File: src/rtl/bsn_pkg.sv
// Shared types and constants for the stochastic bitstream network controller.
// The build macro BSN_DECORRELATE_EN is consumed in bsn_sng.
package bsn_pkg;

   typedef enum logic [1:0] {
      ST_IDLE  = 2'd0,
      ST_RUN   = 2'd1,
      ST_DRAIN = 2'd2,
      ST_DONE  = 2'd3
   } bsn_state_t;

   localparam int CTRL_START = 0;
   localparam int CTRL_ABORT = 1;
   localparam int STAT_DONE  = 0;
   localparam int STAT_BUSY  = 1;

   // Maximal-length Fibonacci feedback masks; bit (t-1) set for polynomial tap t.
   function automatic logic [15:0] lfsr_taps(input int width);
      logic [15:0] m;
      case (width)
         3:       m = 16'h0006;
         4:       m = 16'h000C;
         5:       m = 16'h0014;
         6:       m = 16'h0030;
         7:       m = 16'h0060;
         8:       m = 16'h00B8;
         9:       m = 16'h0110;
         10:      m = 16'h0240;
         11:      m = 16'h0500;
         12:      m = 16'h0829;
         13:      m = 16'h100D;
         14:      m = 16'h2015;
         15:      m = 16'h6000;
         16:      m = 16'hD008;
         default: m = 16'h0000;
      endcase
      return m;
   endfunction

endpackage

File: src/rtl/bitstream_network_ctrl_if.sv
// Host register and network fabric signals of the bitstream network controller.
interface bitstream_network_ctrl_if #(
   parameter int N_IN   = 2,
   parameter int N_OUT  = 1,
   parameter int DATA_W = 8,
   parameter int CNT_W  = 8
);
   logic [7:0]                   control_in;
   logic [7:0]                   control_out;
   logic [N_IN-1:0][DATA_W-1:0]  data_in;
   logic [N_OUT-1:0][CNT_W-1:0]  data_out;
   logic [N_IN-1:0]              bs_out;
   logic                         bs_valid;
   logic [N_OUT-1:0]             bs_in;

   modport master (
      output control_in, data_in, bs_in,
      input  control_out, data_out, bs_out, bs_valid
   );

   modport slave (
      input  control_in, data_in, bs_in,
      output control_out, data_out, bs_out, bs_valid
   );
endinterface

File: src/rtl/bsn_sng.sv
// Stochastic number generators: one shared LFSR and N_IN comparators.
// BSN_DECORRELATE_EN rotates the LFSR value left by (i mod DATA_W) for generator i.
module bsn_sng
   import bsn_pkg::*;
#(
   parameter int N_IN   = 2,
   parameter int DATA_W = 8,
   parameter int SEED   = 1
) (
   input  logic                        clk,
   input  logic                        n_rst,
   input  logic                        load,
   input  logic                        step,
   input  logic [N_IN-1:0][DATA_W-1:0] data,
   output logic [N_IN-1:0]             bs
);
   localparam logic [DATA_W-1:0] TAPS   = DATA_W'(lfsr_taps(DATA_W));
   localparam logic [DATA_W-1:0] SEED_V = DATA_W'(SEED);

   logic [DATA_W-1:0]             lfsr;
   logic [N_IN-1:0][DATA_W-1:0]   word;

   always_ff @(posedge clk or negedge n_rst) begin
      if (!n_rst) begin
         lfsr <= SEED_V;
         word <= '0;
      end else if (load) begin
         lfsr <= SEED_V;
         word <= data;
      end else if (step) begin
         lfsr <= {lfsr[DATA_W-2:0], ^(lfsr & TAPS)};
      end
   end

   for (genvar i = 0; i < N_IN; i++) begin : g_gen
      logic [DATA_W-1:0] cmp_v;
`ifdef BSN_DECORRELATE_EN
      localparam int ROT = i % DATA_W;
      if (ROT == 0) begin : g_norot
         assign cmp_v = lfsr;
      end else begin : g_rot
         assign cmp_v = {lfsr[DATA_W-1-ROT:0], lfsr[DATA_W-1:DATA_W-ROT]};
      end
`else
      assign cmp_v = lfsr;
`endif
      assign bs[i] = (cmp_v <= word[i]);
   end

endmodule

File: src/rtl/bitstream_network_ctrl.sv
// Sequences one stochastic pass through the external network and counts returned ones.
// Optional build macro BSN_DECORRELATE_EN (see bsn_sng) decorrelates generated streams.
//
// state    | meaning
// ST_IDLE  | waiting for start edge, no result published since reset/abort
// ST_RUN   | streaming STREAM_LEN bits, bs_valid high
// ST_DRAIN | network latency plus one settle cycle for the last count
// ST_DONE  | result on data_out, done high until next start
module bitstream_network_ctrl
   import bsn_pkg::*;
#(
   parameter int N_IN       = 2,
   parameter int N_OUT      = 1,
   parameter int DATA_W     = 8,
   parameter int STREAM_LEN = 2**DATA_W - 1,
   parameter int NET_LAT    = 0,
   parameter int SEED       = 1,
   parameter int CNT_W      = $clog2(STREAM_LEN + 1)
) (
   input logic                    clk,
   input logic                    n_rst,
   bitstream_network_ctrl_if.slave bus
);
   localparam int               TMR_W   = $clog2(STREAM_LEN + NET_LAT + 1);
   localparam logic [CNT_W-1:0] CNT_MAX = '1;

   bsn_state_t                  state;
   logic [TMR_W-1:0]            tmr;
   logic                        start_q;
   logic                        done_q;
   logic                        busy_q;
   logic                        bs_valid_q;
   logic [N_OUT-1:0][CNT_W-1:0] cnt;
   logic [N_OUT-1:0][CNT_W-1:0] result;
   logic [N_IN-1:0]             bs_raw;
   logic                        start_ok;
   logic                        abort;
   logic                        in_pass;
   logic                        clr_pipe;
   logic                        vld_net;
   logic                        unused_ctrl;

   assign abort       = bus.control_in[CTRL_ABORT];
   assign in_pass     = (state == ST_RUN) || (state == ST_DRAIN);
   assign start_ok    = bus.control_in[CTRL_START] & ~start_q & ~abort &
                        ((state == ST_IDLE) || (state == ST_DONE));
   assign clr_pipe    = start_ok | (abort & in_pass);
   assign unused_ctrl = ^bus.control_in[7:2];

   bsn_sng #(
      .N_IN   (N_IN),
      .DATA_W (DATA_W),
      .SEED   (SEED)
   ) u_sng (
      .clk   (clk),
      .n_rst (n_rst),
      .load  (start_ok),
      .step  (state == ST_RUN),
      .data  (bus.data_in),
      .bs    (bs_raw)
   );

   always_ff @(posedge clk or negedge n_rst) begin
      if (!n_rst) begin
         state      <= ST_IDLE;
         tmr        <= '0;
         start_q    <= 1'b0;
         done_q     <= 1'b0;
         busy_q     <= 1'b0;
         bs_valid_q <= 1'b0;
         result     <= '0;
      end else begin
         start_q <= bus.control_in[CTRL_START];
         case (state)
            ST_IDLE, ST_DONE: begin
               if (start_ok) begin
                  state      <= ST_RUN;
                  tmr        <= TMR_W'(STREAM_LEN - 1);
                  done_q     <= 1'b0;
                  busy_q     <= 1'b1;
                  bs_valid_q <= 1'b1;
               end
            end
            ST_RUN: begin
               if (abort) begin
                  state      <= ST_IDLE;
                  busy_q     <= 1'b0;
                  bs_valid_q <= 1'b0;
               end else if (tmr == '0) begin
                  state      <= ST_DRAIN;
                  tmr        <= TMR_W'(NET_LAT);
                  bs_valid_q <= 1'b0;
               end else begin
                  tmr <= tmr - TMR_W'(1);
               end
            end
            ST_DRAIN: begin
               if (abort) begin
                  state  <= ST_IDLE;
                  busy_q <= 1'b0;
               end else if (tmr == '0) begin
                  state  <= ST_DONE;
                  done_q <= 1'b1;
                  busy_q <= 1'b0;
                  result <= cnt;
               end else begin
                  tmr <= tmr - TMR_W'(1);
               end
            end
            default: state <= ST_IDLE;
         endcase
      end
   end

   // bs_valid aligned to the returning network samples
   if (NET_LAT == 0) begin : g_nolat
      assign vld_net = bs_valid_q;
   end else begin : g_lat
      logic [NET_LAT-1:0] vld_dly;
      always_ff @(posedge clk or negedge n_rst) begin
         if (!n_rst)        vld_dly <= '0;
         else if (clr_pipe) vld_dly <= '0;
         else               vld_dly <= (vld_dly << 1) | NET_LAT'(bs_valid_q);
      end
      assign vld_net = vld_dly[NET_LAT-1];
   end

   always_ff @(posedge clk or negedge n_rst) begin
      if (!n_rst) begin
         cnt <= '0;
      end else if (start_ok) begin
         cnt <= '0;
      end else if (vld_net && in_pass) begin
         for (int j = 0; j < N_OUT; j++) begin
            if (bus.bs_in[j] && (cnt[j] != CNT_MAX)) cnt[j] <= cnt[j] + CNT_W'(1);
         end
      end
   end

   always_comb begin
      bus.control_out            = '0;
      bus.control_out[STAT_DONE] = done_q;
      bus.control_out[STAT_BUSY] = busy_q;
   end

   assign bus.data_out = result;
   assign bus.bs_valid = bs_valid_q;
   assign bus.bs_out   = bs_raw & {N_IN{bs_valid_q}};

endmodule

File: src/flat_wrapper.sv
// flat-port wrapper written by rule: the top's interface ports become plain ports
module bitstream_network_ctrl_flat import bsn_pkg::*;
#(
   parameter int N_IN       = 2,
   parameter int N_OUT      = 1,
   parameter int DATA_W     = 8,
   parameter int STREAM_LEN = 2**DATA_W - 1,
   parameter int NET_LAT    = 0,
   parameter int SEED       = 1,
   parameter int CNT_W      = $clog2(STREAM_LEN + 1)
)
  (clk, n_rst, bus_control_in, bus_data_in, bus_bs_in, bus_control_out, bus_data_out, bus_bs_out, bus_bs_valid);
  bitstream_network_ctrl_if #(.N_IN(N_IN), .N_OUT(N_OUT), .DATA_W(DATA_W), .CNT_W(CNT_W)) bus_i ();
  input logic clk;
  input logic n_rst;
  input wire logic [$bits(bus_i.control_in)-1:0] bus_control_in;
  input wire logic [$bits(bus_i.data_in)-1:0] bus_data_in;
  input wire logic [$bits(bus_i.bs_in)-1:0] bus_bs_in;
  output wire logic [$bits(bus_i.control_out)-1:0] bus_control_out;
  output wire logic [$bits(bus_i.data_out)-1:0] bus_data_out;
  output wire logic [$bits(bus_i.bs_out)-1:0] bus_bs_out;
  output wire logic [$bits(bus_i.bs_valid)-1:0] bus_bs_valid;
  assign bus_i.control_in = bus_control_in;
  assign bus_i.data_in = bus_data_in;
  assign bus_i.bs_in = bus_bs_in;
  assign bus_control_out = bus_i.control_out;
  assign bus_data_out = bus_i.data_out;
  assign bus_bs_out = bus_i.bs_out;
  assign bus_bs_valid = bus_i.bs_valid;
  bitstream_network_ctrl #(.N_IN(N_IN), .N_OUT(N_OUT), .DATA_W(DATA_W), .STREAM_LEN(STREAM_LEN), .NET_LAT(NET_LAT), .SEED(SEED), .CNT_W(CNT_W)) u_core (.clk(clk), .n_rst(n_rst), .bus(bus_i));
endmodule
File: config.mk
export PLATFORM = sky130hd
export DESIGN_NAME = bitstream_network_ctrl_flat
export DESIGN_NICKNAME = d
export VERILOG_FILES = /design/src/rtl/bsn_pkg.sv /design/src/rtl/bitstream_network_ctrl_if.sv /design/src/rtl/bsn_sng.sv /design/src/rtl/bitstream_network_ctrl.sv /design/src/flat_wrapper.sv
export SDC_FILE = /design/constraint.sdc
export NUM_CORES = 1
export LEC_CHECK = 0
export CAP_MARGIN = 20
export CORE_ASPECT_RATIO = 0.5
export CORE_MARGIN = 5
export CORE_UTILIZATION = 58
export DETAILED_ROUTE_END_ITERATION = 10
export HOLD_SLACK_MARGIN = 0.06
export PLACE_DENSITY = 0.81
export SETUP_SLACK_MARGIN = 0.02
export SYNTH_ARGS = -nofsm -noshare
export SYNTH_HDL_FRONTEND = slang
export SYNTH_SLANG_ARGS = --single-unit
File: constraint.sdc
create_clock -name clk -period 6.2 [get_ports clk]
set_clock_uncertainty 0.15 [all_clocks]
set_input_delay 1.24 -clock clk [delete_from_list [all_inputs] [get_ports clk]]
set_output_delay 1.24 -clock clk [all_outputs]
set_load 0.01 [all_outputs]
==> results.py, run 1 <==
metrics = {
    "outcome": {
        "status": "finished, final reports clean",
    },
    "yosys": {
        "synth-xor-area-share_pct": 0.886,
        "synth_top_family_by_area": "simple AND/OR/NAND/NOR gates",
        "ys_ff_latch": 54,
        "syn_area_per_cell_um2": 9.66,
        "synth_top_area_share_pct": 44.7,
        "yosys_warnings": 0,
        "syn_area_um2": 2970,
        "async_flop_share_pct": 100,
        "yosys.area_share.simple_pct": 15.2,
        "synth_cells": 307,
        "synth_compound_area_share_pct": 14.6,
        "synthAdderAreaFrac_pct": 8.44,
        "netlist_top_cells_area": "dfrtp_1 45%, ha_1 8.4%, nand2_1 4.6%",
        "synthMuxAreaShare_pct": 7.13,
        "synth_cell_types": 50,
        "synth_flop_cell": "dfrtp_1",
        "synth_area_leader_cell": "dfrtp_1",
        "synth_edf_count": 0,
        "synth_seq_area_share_pct": 45.6,
    },
    "worst_setup_path": {
        "critical_path.endpoint_type": "primary output",
        "crit_type": "register to primary output",
        "critPathLaunchType": "register",
        "r2r_end": "u_core.tmr[5]",
        "critPathArrivalTime_ns": 2.26,
        "regToRegStartpoint": "u_core.state[1]",
        "worstPathRequired_ns": 4.81,
        "reg2reg_slack_ns": 3.68,
        "cp_max_fo": 5,
        "r2r_cells": 6,
    },
    "die": {
        "io_pins": 46,
        "start_util_pct": 60.1,
        "die_area_um2": 6730,
        "die_height_um": 60.6,
        "die_w_um": 111,
        "core_region_area_um2": 4930,
        "rows": 18,
    },
    "worst_hold_path": {
        "hold_path.class": "register to register",
        "holdPathEnd": "u_core.done_q",
        "whs_path_depth": 1,
        "hp-start": "u_core.done_q",
    },
    "pwr": {
        "p_int_uw": 911,
        "sequentialPowerShare_pct": 37.9,
        "p_leak_uw": 0.00158,
        "p_sw_share_pct": 41.0,
        "p_sw_uw": 633,
        "combinationalPowerShare_pct": 48.0,
        "power_frac_clock_pct": 14.1,
        "p_per_area_nw_per_um2": 453,
        "ir_worst_vdd_mv": 0.232,
    },
    "timing": {
        "drv_slew": 0,
        "totalNegativeSetupSlack_ns": 0,
        "relSlewSlack_pct": 46.8,
        "hold_slack_ns": 0.352,
        "setup_viol": 0,
        "rsz0062_at_grt": "false",
        "fin_crit_ns": 3.65,
        "tightest_slew_ns": 0.798,
        "fmax_ghz": 0.274,
        "finalCritPeriodShare_pct": 58.8,
        "timing_hold_violations_final": 0,
    },
    "finish": {
        "drive_above_1_share_pct": 9.23,
        "mostFrequentLayoutCells": "53 x dfrtp_1, 36 x nand2_1, 33 x inv_1",
        "syn_to_final_growth_pct": 14.7,
        "diodes": 0,
        "mostFrequentLayoutCell": "dfrtp_1",
        "fin_nets": 382,
    },
    "clock_tree": {
        "ctsHtreeMaxLevel": 2,
        "clkTransAtPathRegs_ns": 0.10,
        "hold_buffers": 0,
        "cts_tree": "built",
        "clockRootBuffer": "clkbuf_8",
        "clk_path_buf_depth": 2,
        "post_cts_resized": 0,
        "clock_latency_ns": 0.31,
        "numCtsBuffers": 5,
        "post_cts_buffers": 0,
        "cts_sinks": 54,
    },
    "drt": {
        "route.detailed.drc": 0,
        "drt-pass1-iter-count": 4,
        "drt-initial-drc-count": 219,
        "routedWlPerCell_um": 14.5,
        "vias": 2270,
        "vias_per_cell": 5.59,
        "antenna_left": 0,
        "routed_wl_um": 5890,
    },
    "global_route": {
        "antenna_found_initial": 0,
        "grt_pass1_vias": 2250,
        "grt_max_degree": 55,
        "gr-total-overflow": 0,
        "grt_first_pass_wirelength_um": 10200,
        "grt_usage_pct": 18.9,
    },
    "placement": {
        "dp_hpwl_um": 4250,
        "gp_congestion": 0.871,
        "io_buffers": 33,
    },
    "run": {
        "drv_cap": 0,
    },
}
-- metrics by stage --
stage	setup slack (ns)	total power [uW]	cell area [um2]	cells	utilization, %
after floorplan	3.47	1130	2990	312	-
after global placement	2.95	1270	3300	398	66.9
after detailed placement	2.92	1320	3300	398	66.9
after CTS	2.56	1550	3400	406	69.0
after global routing	2.45	1680	3400	406	69.0
final	2.55	1540	3400	406	69.0
-- worst max path at each step --
| stage | from | endpoint | slack, ns | cells after the start |
|---|---|---|---|---|
| 2_1_floorplan | u_core.u_sng.g_gen[0].cmp_v[0] | bus_bs_out[0] | 3.47 | 5 |
| 3_3_place_gp | u_core.u_sng.g_gen[0].cmp_v[0] | bus_bs_out[1] | 2.95 | 6 |
| 3_5_place_dp | u_core.u_sng.g_gen[0].cmp_v[3] | bus_bs_out[1] | 2.92 | 6 |
| 4_1_cts | u_core.u_sng.g_gen[0].cmp_v[3] | bus_bs_out[1] | 2.56 | 6 |
| 5_1_grt | u_core.u_sng.g_gen[0].cmp_v[0] | bus_bs_out[1] | 2.45 | 6 |
| 6_report | u_core.u_sng.g_gen[0].cmp_v[3] | bus_bs_out[1] | 2.55 | 6 |
-- per-layer routing --
metal	wire length (um)	track usage [%]	share of wire [%]	vias to the layer above
li1	-	-	-	1118
met5	0	0	0	-
met3	367	5.18	6.2	7
met1	2700	23.3	46	1083
met4	63	6.76	1.1	0
met2	2760	33.4	47	62
-- critical path: stages (launching register included) --
cell	delay (ns)
dfrtp_1	0.45
ha_1	0.34
nand3_1	0.10
o22ai_1	0.18
nor2_1	0.06
o311a_2	0.34
clkdlybuf4s50_1	0.48
-- flip-flops by register name, summed over array words and instances (netlist names), 2 cells and up --
signal                    flops
u_core.u_sng.word            16
u_core.bus.data_out           8
u_core.cnt                    8
u_core.tmr                    8
u_core.u_sng.g_gen.cmp_v      8
u_core.state                  2
-- cells by family (layout without fill, tap and decap cells) --
logic type | count (synthesis) | in the layout
xor+xnor | 3 | 3
mux | 20 | 20
compound gates | 70 | 70
other cells | 1 | 6
buf+inv | 52 | 76
flops | 54 | 54
fa+ha+maj | 20 | 20
simple gates | 87 | 87
-- synthesized netlist by cell type, types with 2 or more instances --
library cell,number
inv_1,33
nand2_1,36
nand2b_1,2
a21oi_1,11
dfrtp_1,53
buf_4,10
nor3b_2,2
nor2_1,17
nand4_1,6
o21ai_1,3
a31oi_1,4
o21ai_0,26
nand3_1,5
o311a_2,2
a211oi_1,5
o22ai_1,7
ha_1,20
nor3_1,4
o31ai_1,2
and2_1,2
clkbuf_1,3
xnor2_1,2
mux2_2,9
and3_1,2
o2bb2ai_1,2
mux2i_1,11
buf_2,5
-- area by class of cell --
cell class                      count  area (um2)
Clock buffer                        7        96.3
Clock inverter                      1        8.76
Fill cell                         375        1530
Inverter                           33         124
Multi-Input combinational cell    206        1390
Sequential cell                    54        1350
Tap cell                           70        87.6
Timing Repair Buffer               35         340
-- power groups by stage --
stage | registers [uW] | clock network, uW | logic [uW]
floorplan | 561 | 0 | 568
global placement | 581 | 0 | 688
detailed placement | 589 | 0 | 734
CTS | 583 | 225 | 741
global route | 604 | 243 | 835
finish | 585 | 218 | 741
No activity file was read; power rests on OpenSTA's default activity.
==> run 2, diff against run 1 <==
CORE_UTILIZATION = 49   (was 58)
PLACE_DENSITY = 0.73   (was 0.81)
clock period = 3 ns   (was 6.2 ns; I/O delays follow)
==> results.py, run 2 (synthesis results as in run 1) <==
metrics = {
    "run": {
        "drv_cap": 0,
    },
    "drt": {
        "drt-initial-drc-count": 176,
        "wl_met3_um": 323,
        "route.detailed.drc": 0,
        "routed_wl_um": 5960,
        "dr_wl_met2_um": 2900,
        "antenna_left": 0,
        "wirelength_met1_um": 2680,
        "vias": 2298,
        "drt-pass1-iter-count": 4,
        "vias_per_cell": 5.51,
        "dr.max_layer_used": "met4",
        "routedWlPerCell_um": 14.3,
    },
    "timing": {
        "finalWorstSetupSlack_ns": 0.359,
        "fin_crit_ns": 2.64,
        "relSlewSlack_pct": 44.3,
        "drv_slew": 0,
        "setup_viol": 0,
        "hold_slack_ns": 0.331,
        "totalNegativeSetupSlack_ns": 0,
        "finalCritPeriodShare_pct": 88.0,
        "tightest_slew_ns": 0.835,
        "fmax_ghz": 0.379,
        "rsz0062_at_grt": "false",
        "timing_hold_violations_final": 0,
    },
    "finish": {
        "largest_reg_flops": 16,
        "largest_register": "u_core.u_sng.word",
        "mostFrequentLayoutCell": "dfrtp_1",
        "syn_to_final_growth_pct": 17.8,
        "finalCoreUtilization_pct": 58.4,
        "fin_cells": 417,
        "drive_above_1_share_pct": 10.0,
        "diodes": 0,
        "fin_nets": 386,
        "mostFrequentLayoutCells": "52 x dfrtp_1, 36 x nand2_1, 33 x inv_1",
    },
    "placement": {
        "place_worst_setup_slack_ns": 0.363,
        "gp_congestion": 0.854,
        "dp_hpwl_um": 4270,
        "dp_cells": 408,
        "io_buffers": 33,
    },
    "worst_setup_path": {
        "worstPathRequired_ns": 2.25,
        "critPathLaunchType": "register",
        "crit_type": "register to primary output",
        "critPathArrivalTime_ns": 1.89,
        "cp_max_fo": 3,
        "critical_path.endpoint_type": "primary output",
    },
    "global_route": {
        "antenna_found_initial": 0,
        "grt_usage_pct": 16.5,
        "gr-total-overflow": 0,
        "grt_max_degree": 32,
        "grt_first_pass_wirelength_um": 10600,
        "grt_pass1_vias": 2271,
    },
    "die": {
        "rows": 20,
        "die_area_um2": 7810,
        "die_w_um": 120,
        "io_pins": 46,
        "start_util_pct": 49.6,
        "core_region_area_um2": 5980,
        "die_height_um": 65.0,
    },
    "pwr": {
        "p_per_area_nw_per_um2": 947,
        "p_leak_uw": 0.00164,
        "ir_worst_vdd_mv": 0.353,
    },
    "outcome": {
        "status": "finished, final reports clean",
    },
    "clock_tree": {
        "numCtsBuffers": 5,
        "clockRootBuffer": "clkbuf_16",
        "clock_latency_ns": 0.28,
        "clk_path_buf_depth": 2,
        "post_cts_buffers": 0,
        "cts_tree": "built",
        "cts_sinks": 54,
        "ctsHtreeMaxLevel": 2,
        "clkTransAtPathRegs_ns": 0.07,
    },
    "worst_hold_path": {
        "hold_path.class": "register to register",
    },
}
run 2: cell types whose count changed in the layout (fill, tap and decap cells not counted), sizes merged:
cell | previous run | this run
buf | 3 | 6
clkdlybuf4s50 | 32 | 30
dlygate4sd3 | 0 | 1
dlymetal6s2s | 0 | 2
run 2: area by class of cell:
type | count | area [um2]
clock buffers | 7 | 143
flip-flops and latches | 54 | 1350
multi-input cells | 206 | 1390
inverters | 33 | 124
fillers | 513 | 2490
clock inverters | 1 | 5.00
well taps | 77 | 96.3
repair buffers | 39 | 378
run 2: through the flow:
| step | area, um2 | power (uW) |
|---|---|---|
| floorplan | 2990 | 2330 |
| global placement | 3330 | 2640 |
| detailed placement | 3330 | 2730 |
| CTS | 3490 | 3330 |
| global route | 3490 | 3600 |
| finish | 3490 | 3310 |
run 2: final timing paths:
kind / from / end / slack, ns / cells past startpoint
max: u_core.u_sng.g_gen[0].cmp_v[0] / bus_bs_out[1] / 0.36 / 6
min: u_core.bus.data_out[2] / u_core.bus.data_out[2] / 0.33 / 2
max reg2reg: u_core.state[0] / u_core.tmr[6] / 0.54 / 6
min reg2reg: u_core.bus.data_out[2] / u_core.bus.data_out[2] / 0.33 / 2
max in group asynchronous: n_rst / u_core.u_sng.g_gen[0].cmp_v[0] / 1.53 / 3
min in group asynchronous: n_rst / u_core.start_q / 0.54 / 2
run 2: critical path, stage by stage, from the launching register on:
cell and delay (ns):
dfstp_2 0.53, inv_1 0.07, ha_1 0.27, nand4_1 0.13, nor2_1 0.05, o311a_2 0.38, dlymetal6s2s_1 0.18
run 2: timing repair:
action	in CTS	in global routing
gates resized for setup	0	4
hold buffers	1	0
endpoints found under the hold margin	8	0
endpoints found under the setup margin	0	2
run 2: routing by layer:
| metal | up-vias | global-route usage (%) |
|---|---|---|
| met4 | 0 | 2.43 |
| li1 | 1129 | - |
| met5 | - | 0 |
| met3 | 14 | 4.10 |
| met2 | 68 | 28.7 |
| met1 | 1087 | 21.4 |
run 2: report_power, final:
part           switching, uW  leakage, uW  internal, uW
logic                    846     0.000886           678
registers                216     0.000680           995
clock network            242    0.0000739           331
